### src/rtl/hams_sorted_drain_if.sv
// Sorted-stream drain bundle: controller beat input, host valid/ready output and job status.
// The slave modport is the drain block; the master modport is the controller/host side.
interface hams_sorted_drain_if #(
  parameter int unsigned DATA_WIDTH  = 16,
  parameter int unsigned COUNT_WIDTH = 11
);
  logic                   start;
  logic [DATA_WIDTH-1:0]  sorted_data;
  logic                   sorted_data_vld;
  logic                   merge_sort_complete;
  logic                   pause;
  logic [DATA_WIDTH-1:0]  out_data;
  logic                   out_vld;
  logic                   out_rdy;
  logic [COUNT_WIDTH-1:0] elem_count;
  logic                   order_err;
  logic                   overflow;
  logic                   drain_done;

  modport slave (
    input  start, sorted_data, sorted_data_vld, merge_sort_complete, out_rdy,
    output pause, out_data, out_vld, elem_count, order_err, overflow, drain_done
  );

  modport master (
    output start, sorted_data, sorted_data_vld, merge_sort_complete, out_rdy,
    input  pause, out_data, out_vld, elem_count, order_err, overflow, drain_done
  );
endinterface

### src/rtl/hams_sorted_drain.sv
// Drain FIFO for the merge-sort output stream: buffers beats, back-pressures the controller,
// re-issues data on valid/ready, counts beats, checks ascending order and flags job completion.
module hams_sorted_drain #(
  parameter int unsigned DATA_WIDTH  = 16,
  parameter int unsigned DEPTH       = 16,
  parameter int unsigned SKID        = 4,
  parameter int unsigned COUNT_WIDTH = 11
) (
  input logic             i_clk,
  input logic             i_rst_n,
  hams_sorted_drain_if.slave bus
);

  localparam int unsigned AW   = $clog2(DEPTH);
  localparam int unsigned PtrW = AW + 1;

  typedef enum logic [1:0] {StIdle, StCollect, StFlush, StDone} state_e;

  state_e                 r_state;
  logic [PtrW-1:0]        r_wptr, r_rptr;
  logic [DATA_WIDTH-1:0]  r_mem [DEPTH];
  logic [DATA_WIDTH-1:0]  r_prev;
  logic                   r_has_prev;
  logic [COUNT_WIDTH-1:0] r_elem_count;
  logic                   r_order_err, r_overflow, r_pause, r_drain_done;

  logic                   w_empty, w_full, w_active, w_push, w_pop, w_wr, w_drop;
  logic                   w_flush_exit, w_active_next, w_pause_next;
  logic [PtrW-1:0]        w_wptr_next, w_rptr_next, w_occ_next;

  always_comb begin
    w_empty      = (r_wptr == r_rptr);
    w_full       = (r_wptr[AW] != r_rptr[AW]) && (r_wptr[AW-1:0] == r_rptr[AW-1:0]);
    w_active     = (r_state == StCollect) || (r_state == StFlush);
    w_push       = w_active && bus.sorted_data_vld;
    w_pop        = !w_empty && bus.out_rdy;
    // A full FIFO still accepts a beat when the head leaves in the same cycle.
    w_wr         = w_push && (!w_full || w_pop);
    w_drop       = w_push && w_full && !w_pop;
    w_wptr_next  = r_wptr + {{AW{1'b0}}, w_wr};
    w_rptr_next  = r_rptr + {{AW{1'b0}}, w_pop};
    w_occ_next   = w_wptr_next - w_rptr_next;
    w_flush_exit = w_empty && !w_push;
    w_active_next = (r_state == StCollect) || ((r_state == StFlush) && !w_flush_exit);
    w_pause_next = !bus.start && w_active_next &&
                   ((PtrW'(DEPTH) - w_occ_next) <= PtrW'(SKID));
  end

  always_ff @(posedge i_clk or negedge i_rst_n) begin
    if (!i_rst_n) begin
      r_state      <= StIdle;
      r_wptr       <= '0;
      r_rptr       <= '0;
      r_prev       <= '0;
      r_has_prev   <= 1'b0;
      r_elem_count <= '0;
      r_order_err  <= 1'b0;
      r_overflow   <= 1'b0;
      r_pause      <= 1'b0;
      r_drain_done <= 1'b0;
    end else if (bus.start) begin
      r_state      <= StCollect;
      r_wptr       <= '0;
      r_rptr       <= '0;
      r_prev       <= '0;
      r_has_prev   <= 1'b0;
      r_elem_count <= '0;
      r_order_err  <= 1'b0;
      r_overflow   <= 1'b0;
      r_pause      <= 1'b0;
      r_drain_done <= 1'b0;
    end else begin
      r_wptr       <= w_wptr_next;
      r_rptr       <= w_rptr_next;
      r_pause      <= w_pause_next;
      r_drain_done <= 1'b0;
      unique case (r_state)
        StIdle:    r_state <= StIdle;
        StCollect: if (bus.merge_sort_complete) r_state <= StFlush;
        StFlush: begin
          if (w_flush_exit) begin
            r_state      <= StDone;
            r_drain_done <= 1'b1;
          end
        end
        StDone:    r_state <= StIdle;
        default:   r_state <= StIdle;
      endcase
      if (w_push) begin
        if (r_has_prev && (bus.sorted_data < r_prev)) r_order_err <= 1'b1;
        r_prev     <= bus.sorted_data;
        r_has_prev <= 1'b1;
        if (r_elem_count != '1) r_elem_count <= r_elem_count + COUNT_WIDTH'(1);
      end
      if (w_drop) r_overflow <= 1'b1;
    end
  end

  // Storage carries no reset; visibility is governed entirely by the pointers.
  always_ff @(posedge i_clk) begin
    if (w_wr) r_mem[r_wptr[AW-1:0]] <= bus.sorted_data;
  end

  assign bus.out_vld    = !w_empty;
  assign bus.out_data   = w_empty ? '0 : r_mem[r_rptr[AW-1:0]];
  assign bus.pause      = r_pause;
  assign bus.elem_count = r_elem_count;
  assign bus.order_err  = r_order_err;
  assign bus.overflow   = r_overflow;
  assign bus.drain_done = r_drain_done;

endmodule

### src/flat_wrapper.sv
// flat-port wrapper written by rule: the top's interface ports become plain ports
module hams_sorted_drain_flat 
#(
  parameter int unsigned DATA_WIDTH  = 16,
  parameter int unsigned DEPTH       = 16,
  parameter int unsigned SKID        = 4,
  parameter int unsigned COUNT_WIDTH = 11
)
  (i_clk, i_rst_n, bus_start, bus_sorted_data, bus_sorted_data_vld, bus_merge_sort_complete, bus_out_rdy, bus_pause, bus_out_data, bus_out_vld, bus_elem_count, bus_order_err, bus_overflow, bus_drain_done);
  hams_sorted_drain_if #(.DATA_WIDTH(DATA_WIDTH), .COUNT_WIDTH(COUNT_WIDTH)) bus_i ();
  input logic i_clk;
  input logic i_rst_n;
  input wire logic [$bits(bus_i.start)-1:0] bus_start;
  input wire logic [$bits(bus_i.sorted_data)-1:0] bus_sorted_data;
  input wire logic [$bits(bus_i.sorted_data_vld)-1:0] bus_sorted_data_vld;
  input wire logic [$bits(bus_i.merge_sort_complete)-1:0] bus_merge_sort_complete;
  input wire logic [$bits(bus_i.out_rdy)-1:0] bus_out_rdy;
  output wire logic [$bits(bus_i.pause)-1:0] bus_pause;
  output wire logic [$bits(bus_i.out_data)-1:0] bus_out_data;
  output wire logic [$bits(bus_i.out_vld)-1:0] bus_out_vld;
  output wire logic [$bits(bus_i.elem_count)-1:0] bus_elem_count;
  output wire logic [$bits(bus_i.order_err)-1:0] bus_order_err;
  output wire logic [$bits(bus_i.overflow)-1:0] bus_overflow;
  output wire logic [$bits(bus_i.drain_done)-1:0] bus_drain_done;
  assign bus_i.start = bus_start;
  assign bus_i.sorted_data = bus_sorted_data;
  assign bus_i.sorted_data_vld = bus_sorted_data_vld;
  assign bus_i.merge_sort_complete = bus_merge_sort_complete;
  assign bus_i.out_rdy = bus_out_rdy;
  assign bus_pause = bus_i.pause;
  assign bus_out_data = bus_i.out_data;
  assign bus_out_vld = bus_i.out_vld;
  assign bus_elem_count = bus_i.elem_count;
  assign bus_order_err = bus_i.order_err;
  assign bus_overflow = bus_i.overflow;
  assign bus_drain_done = bus_i.drain_done;
  hams_sorted_drain #(.DATA_WIDTH(DATA_WIDTH), .DEPTH(DEPTH), .SKID(SKID), .COUNT_WIDTH(COUNT_WIDTH)) u_core (.i_clk(i_clk), .i_rst_n(i_rst_n), .bus(bus_i));
endmodule
### config.mk
export PLATFORM = sky130hd
export DESIGN_NAME = hams_sorted_drain_flat
export DESIGN_NICKNAME = d
export VERILOG_FILES = /design/src/rtl/hams_sorted_drain_if.sv /design/src/rtl/hams_sorted_drain.sv /design/src/flat_wrapper.sv
export SDC_FILE = /design/constraint.sdc
export NUM_CORES = 1
export LEC_CHECK = 0
export CAP_MARGIN = 20
export CELL_PAD_IN_SITES_DETAIL_PLACEMENT = 1
export CELL_PAD_IN_SITES_GLOBAL_PLACEMENT = 1
export CORE_AREA = 2 2 158 160
export DETAILED_ROUTE_END_ITERATION = 16
export DIE_AREA = 0 0 160 162
export PLACE_DENSITY = 0.82
export SYNTH_ARGS = -nofsm -noshare
export SYNTH_HDL_FRONTEND = slang
export SYNTH_SLANG_ARGS = --single-unit
export TNS_END_PERCENT = 5
### constraint.sdc
create_clock -name i_clk -period 4.5 [get_ports i_clk]
set_input_delay 0.9 -clock i_clk [delete_from_list [all_inputs] [get_ports i_clk]]
set_output_delay 0.9 -clock i_clk [all_outputs]
set_load 0.02 [all_outputs]
=== Word level (Yosys, flattened, before mapping) ===
Memory sizes are Yosys's and may differ from the RTL's.
Cells that the tools add are included.
Widths: inputs -> output; s select.

* Word-level logic and storage cells: 81
* Bits of input ports: 22
* Output and inout bits: 32
* Memories: 1
* Register bits after elaboration: 44
* RAM bits: 256

{| class="wikitable"
|+ Memories
! name !! words !! width !! read ports !! clocked after memory_dff !! write ports !! line !! text
|-
| u_core.r_mem || 16 || 16 || 1 || 0 || 1 || hams_sorted_drain.sv:21 || <nowiki>logic [DATA_WIDTH-1:0] r_mem [DEPTH];</nowiki>
|}

* Order comparisons: 2
* Mux-type cells: 25
* Add/sub/neg operators: 5
* Equal/unequal tests: 9
* Reduce and logical (&&, ||, !) cells: 29

{| class="wikitable"
|+ Operators by type and width
! cell !! count
|-
| $mux 16 || 3
|-
| $mux 11 || 3
|-
| $lt 16x16->1 || 1
|-
| $mux 1 || 13
|-
| $add 11x1->11 const B || 1
|-
| $logic_and 1x1->1 || 11
|-
| $ne 11x11->1 const B || 1
|-
| $add 5x1->5 || 2
|-
| $mux 5 || 2
|-
| $reduce_bool 2->1 || 4
|-
| $logic_not 1->1 || 6
|-
| $mux 2 || 3
|-
| $pmux 2 s3 || 1
|-
| $reduce_and 2->1 || 3
|-
| $eq 5x5->1 || 1
|-
| $le 5x3->1 const B || 1
|-
| $sub 5x5->5 || 1
|-
| $sub 5x5->5 const A || 1
|-
| $eq 2x2->1 const B || 2
|-
| $eq 4x4->1 || 1
|-
| $logic_or 1x1->1 || 3
|-
| $ne 3x2->1 const B || 1
|-
| $ne 3x3->1 const B || 1
|-
| $eq 2x1->1 const B || 1
|-
| 3 further kinds || 3
|}

=== Depth between registers and ports, before layout ===
* Depth in word-level cells: 11
* Gate-level depth with buffers: 17
* Gate-level depth less buffers: 14

=== Worst setup path before layout ===
No wires, ideal clock.

* Kind: input port to flip-flop
* Start point: input port bus_sorted_data_vld
* End point: memory u_core.r_mem[4][0], enable pin
* Cell stages on the path: 3
* Arrival time: 3.204 ns
* Data required time: 4.064 ns
* Setup time: 0.436 ns
* Slack: 0.860 ns
* Path buffers: 0
* Path through: nor2b_1 o31a_1 nor4b_1

* Cells in the longest elaborated chain, start to end: 4

{| class="wikitable"
|+ Ends and longest elaborated chain
! element !! line !! text
|-
| from (decl) || flat_wrapper.sv:15 || <nowiki>input wire logic [$bits(bus_i.sorted_data_vld)-1:0] bus_sorted_data_vld;</nowiki>
|-
| $logic_and 1x1->1 || hams_sorted_drain.sv:35 || <nowiki>w_push = w_active && bus.sorted_data_vld;</nowiki>
|-
| $logic_and 1x1->1 || hams_sorted_drain.sv:38 || <nowiki>w_wr = w_push && (!w_full || w_pop);</nowiki>
|-
| $mux 1 || hams_sorted_drain.sv:101 || <nowiki>if (w_wr) r_mem[r_wptr[AW-1:0]] <= bus.sorted_data;</nowiki>
|-
| $mux 1 (implied by the code) || hams_sorted_drain.sv:101 ||
|-
| to (decl) || hams_sorted_drain.sv:21 ||
|}

Every way passes these cells.

=== Worst setup path in the final report ===
* Start point: register u_core.r_rptr[0]
* End point: output port bus_out_data[11]

* Cells in the longest elaborated chain, start to end: 2
* Elaborated cells on any way between the ends: 3
* Those cells by class: eq/ne: 1; mux: 1; memory: 1

{| class="wikitable"
|+ Ends and longest elaborated chain
! element !! line !! text
|-
| from (decl) || hams_sorted_drain.sv:20 || <nowiki>logic [PtrW-1:0] r_wptr, r_rptr;</nowiki>
|-
| from (signal assigned) || hams_sorted_drain.sv:74 || <nowiki>r_rptr <= w_rptr_next;</nowiki>
|-
| $mem_v2 16x16 or $eq 5x5->1 (tied branches) || n/a ||
|-
| $mux 16 * || hams_sorted_drain.sv:105 || <nowiki>assign bus.out_data = w_empty ? '0 : r_mem[r_rptr[AW-1:0]];</nowiki>
|-
| to (decl) || flat_wrapper.sv:19 || <nowiki>output wire logic [$bits(bus_i.out_data)-1:0] bus_out_data;</nowiki>
|}

Every way passes the cells marked *; elsewhere a longest branch is shown, timed or not.

==> insert_results.sql <==
INSERT INTO impl_metrics (metric_group, metric, value, unit) VALUES
('placed_design', 'globalplace.congestion', '0.7451', ''),
('final_layout', 'layout-area-overhead-vs-synth', '16.73', '%'),
('clock_tree', 'cts_tree', 'built', ''),
('final_layout', 'layout_cells_sized_above_1', '21.34', '%'),
('sta', 'min_period_over_period', '94.39', '%'),
('synthesis', 'synth.yosys.seq_area_share', '70.71', '%'),
('detailed_routing', 'route.detailed.vias_per_inst', '5.863', ''),
('clock_tree', 'clkSlewWorstSetupHoldPaths', '0.07', 'ns'),
('outcome', 'run_status', 'complete, no violations', ''),
('detailed_routing', 'vias', '6549', ''),
('sta', 'setup_viol', '0', ''),
('die', 'die_footprint', '25920', 'um^2'),
('power', 'report.power.total', '7.671', 'mW'),
('global_route', 'grt_start_max_net_pins', '67', ''),
('placed_design', 'detailed_place.area', '13500', 'um^2'),
('worst_setup_path', 'worstSetupEndpointType', 'primary output', ''),
('sta', 'hold_viol', '0', ''),
('synthesis', 'synth.lib_cells_used.distinct', '40', ''),
('worst_setup_path', 'crit_top_cell', 'sky130_fd_sc_hd__mux4_2', ''),
('worst_setup_path', 'start_kind', 'flip-flop', ''),
('final_layout', 'design.final.nets', '821', ''),
('synthesis', 'syn_avg_cell_area', '18.20', 'um^2'),
('global_route', 'number_of_global_route_vias_before_repair', '7491', ''),
('final_layout', 'design_area', '14510', 'um^2'),
('detailed_routing', 'detail_route.first_pass.iterations', '4', ''),
('worst_setup_path', 'worstRegToRegCells', '14', ''),
('sta', 'fmax', '235.4', 'MHz'),
('worst_setup_path', 'critical_path.max_stage_delay', '0.63', 'ns'),
('synthesis', 'synthesis_stage_register_bit_count', '300', ''),
('final_layout', 'final-seq-area', '8793', 'um^2'),
('clock_tree', 'max-clock-path-buffers', '3', ''),
('worst_setup_path', 'end_of_the_worst_register_to_register_path', 'u_core.bus.pause', ''),
('clock_tree', 'clock-root-buffer', 'sky130_fd_sc_hd__clkbuf_16', ''),
('synthesis', 'ys.warnings.count', '0', ''),
('synthesis', 'synth_enable_flop_cells', '256', ''),
('final_layout', 'multi_input_comb_area', '3406', 'um^2'),
('sta', 'final.setup.tns', '0', 'ns'),
('final_layout', 'layout.cells.most_common', 'sky130_fd_sc_hd__edfxtp_1', ''),
('power', 'vdd.ir_drop.worst', '0.3246', 'mV'),
('clock_tree', 'htree_num_levels', '1', ''),
('worst_setup_path', 'cp_max_fo', '38', ''),
('synthesis', 'synth_cells', '683', ''),
('final_layout', 'most-common-layout-cells', '256 x sky130_fd_sc_hd__edfxtp_1, 80 x sky130_fd_sc_hd__mux4_2, 52 x sky130_fd_sc_hd__clkdlybuf4s50_1', ''),
('synthesis', 'mappedNetlistNets', '735', ''),
('synthesis', 'ys_dominant_reg_cell', 'sky130_fd_sc_hd__edfxtp_1', ''),
('sta', 'layout_min_cycle_time', '4.247', 'ns'),
('clock_tree', 'number_of_buffers_added_by_the_clock_tree_synthesis_step', '30', ''),
('global_route', 'grt_ovf', '0', ''),
('final_layout', 'final.fill_count', '2159', ''),
('detailed_routing', 'drt_first_iter_violations', '485', ''),
('synthesis', 'postSynth.asyncResetShare', '14.67', '%'),
('placed_design', 'dp_hpwl', '17120', 'um'),
('die', 'initial_standard_cell_utilization_of_the_core', '51.56', '%'),
('global_route', 'grt_first_pass_wirelength', '44160', 'um'),
('sta', 'report.final.slew_viol_count', '0', ''),
('flow_run', 'max-cap-violations', '0', ''),
('worst_setup_path', 'required_time_of_the_critical_path', '3.60', 'ns'),
('sta', 'setup_repair_after_global_routing_missed_its_margin', 'no', ''),
('worst_setup_path', 'critical_path.reg2reg.startpoint', 'u_core.r_rptr[0]', ''),
('global_route', 'gr-usage-all-layers', '22.71', '%'),
('die', 'die_w', '160', 'um'),
('worst_setup_path', 'critPathKind', 'flip-flop to primary output', ''),
('die', 'core_area', '24110', 'um^2'),
('die', 'fp-row-count', '57', ''),
('final_layout', 'layout.core_utilization', '60.19', '%'),
('sta', 'fin_clk_skew', '0.01601', 'ns'),
('detailed_routing', 'ant_nets', '0', ''),
('power', 'cellLeakagePower', '4.816', 'nW'),
('clock_tree', 'cts_hold_buf', '0', ''),
('clock_tree', 'clk_latency', '0.56', 'ns'),
('worst_setup_path', 'cell_chain_of_the_critical_path', 'buf_12 > mux4_2 > mux4_2 > nor2b_1 > clkdlybuf4s50_1', '');
## how the worst max path moves through the flow
stage | from | to | slack [ns] | cells past startpoint
finish | u_core.r_rptr[0] | bus_out_data[11] | 0.25 | 5
global route | u_core.r_rptr[0] | bus_out_data[11] | 0.11 | 5
CTS | u_core.r_rptr[0] | bus_out_data[11] | 0.06 | 5
detailed placement | bus_sorted_data_vld | u_core.bus.pause | 0.53 | 13
global placement | bus_sorted_data_vld | u_core.bus.pause | 0.69 | 13
floorplan | bus_sorted_data_vld | u_core.r_mem[4][0] | 0.86 | 3
## through the flow
step / worst slack, ns / cells / hold WS, ns
after global placement: 0.6853 / 1059 / 0.4755
after floorplan: 0.8598 / 683 / 0.4580
after CTS: 0.06360 / 1114 / 0.5105
after global routing: 0.1130 / 1116 / 0.1559
final: 0.2526 / 1117 / 0.1672
after detailed placement: 0.5321 / 1059 / 0.4944
## cells in the mapped netlist (all sizes together) (2+ instances only)
cell type | n | area share, %
a211oi | 2 | 0.12
a21o | 4 | 0.24
a21oi | 25 | 1.0
a31oi | 3 | 0.15
and2 | 3 | 0.15
and3 | 2 | 0.10
buf | 18 | 0.85
clkbuf | 15 | 0.45
dfrtp | 44 | 8.9
edfxtp | 256 | 62
ha | 29 | 2.9
inv | 29 | 0.88
mux4 | 80 | 14
nand2 | 38 | 1.1
nand2b | 3 | 0.15
nand3 | 9 | 0.36
nand3b | 2 | 0.12
nand4 | 9 | 0.45
nor2 | 33 | 1.0
nor2b | 22 | 1.1
nor3 | 13 | 0.52
nor3b | 2 | 0.12
nor4 | 3 | 0.15
nor4b | 3 | 0.21
o21ai | 2 | 0.081
xnor2 | 13 | 0.92
xor2 | 11 | 0.78
## routing by layer
metal	share of wire (%)	GRT usage, %
met5	0	0
met4	3.1	7.944
met1	41	30.27
met2	51	38.33
met3	5.2	3.984
## kinds of logic (layout without fill, tap and decap cells)
family,Yosys count,in the layout,share of synthesized area [%]
and+or+nand+nor,143,143,5.647
AOI/OAI and AO/OA,43,43,2.124
muxes,81,81,14.58
DFF,300,300,70.71
other,0,1,0
adders and majority gates,30,30,3.080
xor gates and xnor gates,24,24,1.691
buffers and inverters,62,171,2.174
## layout make-up
| class | count | area share, % |
|---|---|---|
| inverter | 29 | 0.7503 |
| antenna | 1 | 0.01725 |
| tap | 324 | 2.794 |
| clock buffer | 34 | 5.424 |
| multi-input combinational | 321 | 23.47 |
| timing repair buffer | 87 | 5.778 |
| clock inverter | 21 | 1.156 |
| sequential | 300 | 60.61 |
## flip-flops by register name (all words and copies together), names as in the netlist
name	cells
u_core.bus.drain_done	1
u_core.bus.elem_count	11
u_core.bus.order_err	1
u_core.bus.overflow	1
u_core.bus.pause	1
u_core.r_has_prev	1
u_core.r_mem	256
u_core.r_prev	16
u_core.r_rptr	5
u_core.r_state	2
u_core.r_wptr	5
## repair_timing
item / in CTS / in global routing
endpoints found under the hold margin: 0 / 0
resized for setup: 0 / 0
setup buffers: 0 / 1
endpoints found under the setup margin: 0 / 3
## where the power goes
part / leakage [nW] / switching (mW) / internal [mW] / total [mW]
clock: 0.458 / 1.04 / 1.37 / 2.41
combinational: 1.45 / 1.02 / 0.965 / 1.98
sequential: 2.90 / 0.113 / 3.16 / 3.28
## critical path: cells and delay by family (launching register included)
kind / cells / cell delay, ns
buffers and inverters: 2 / 0.91
flip-flops: 1 / 0.63
multiplexers: 2 / 1.06
AND/OR/NAND/NOR: 1 / 0.16
(Power assumes the default switching activity.)
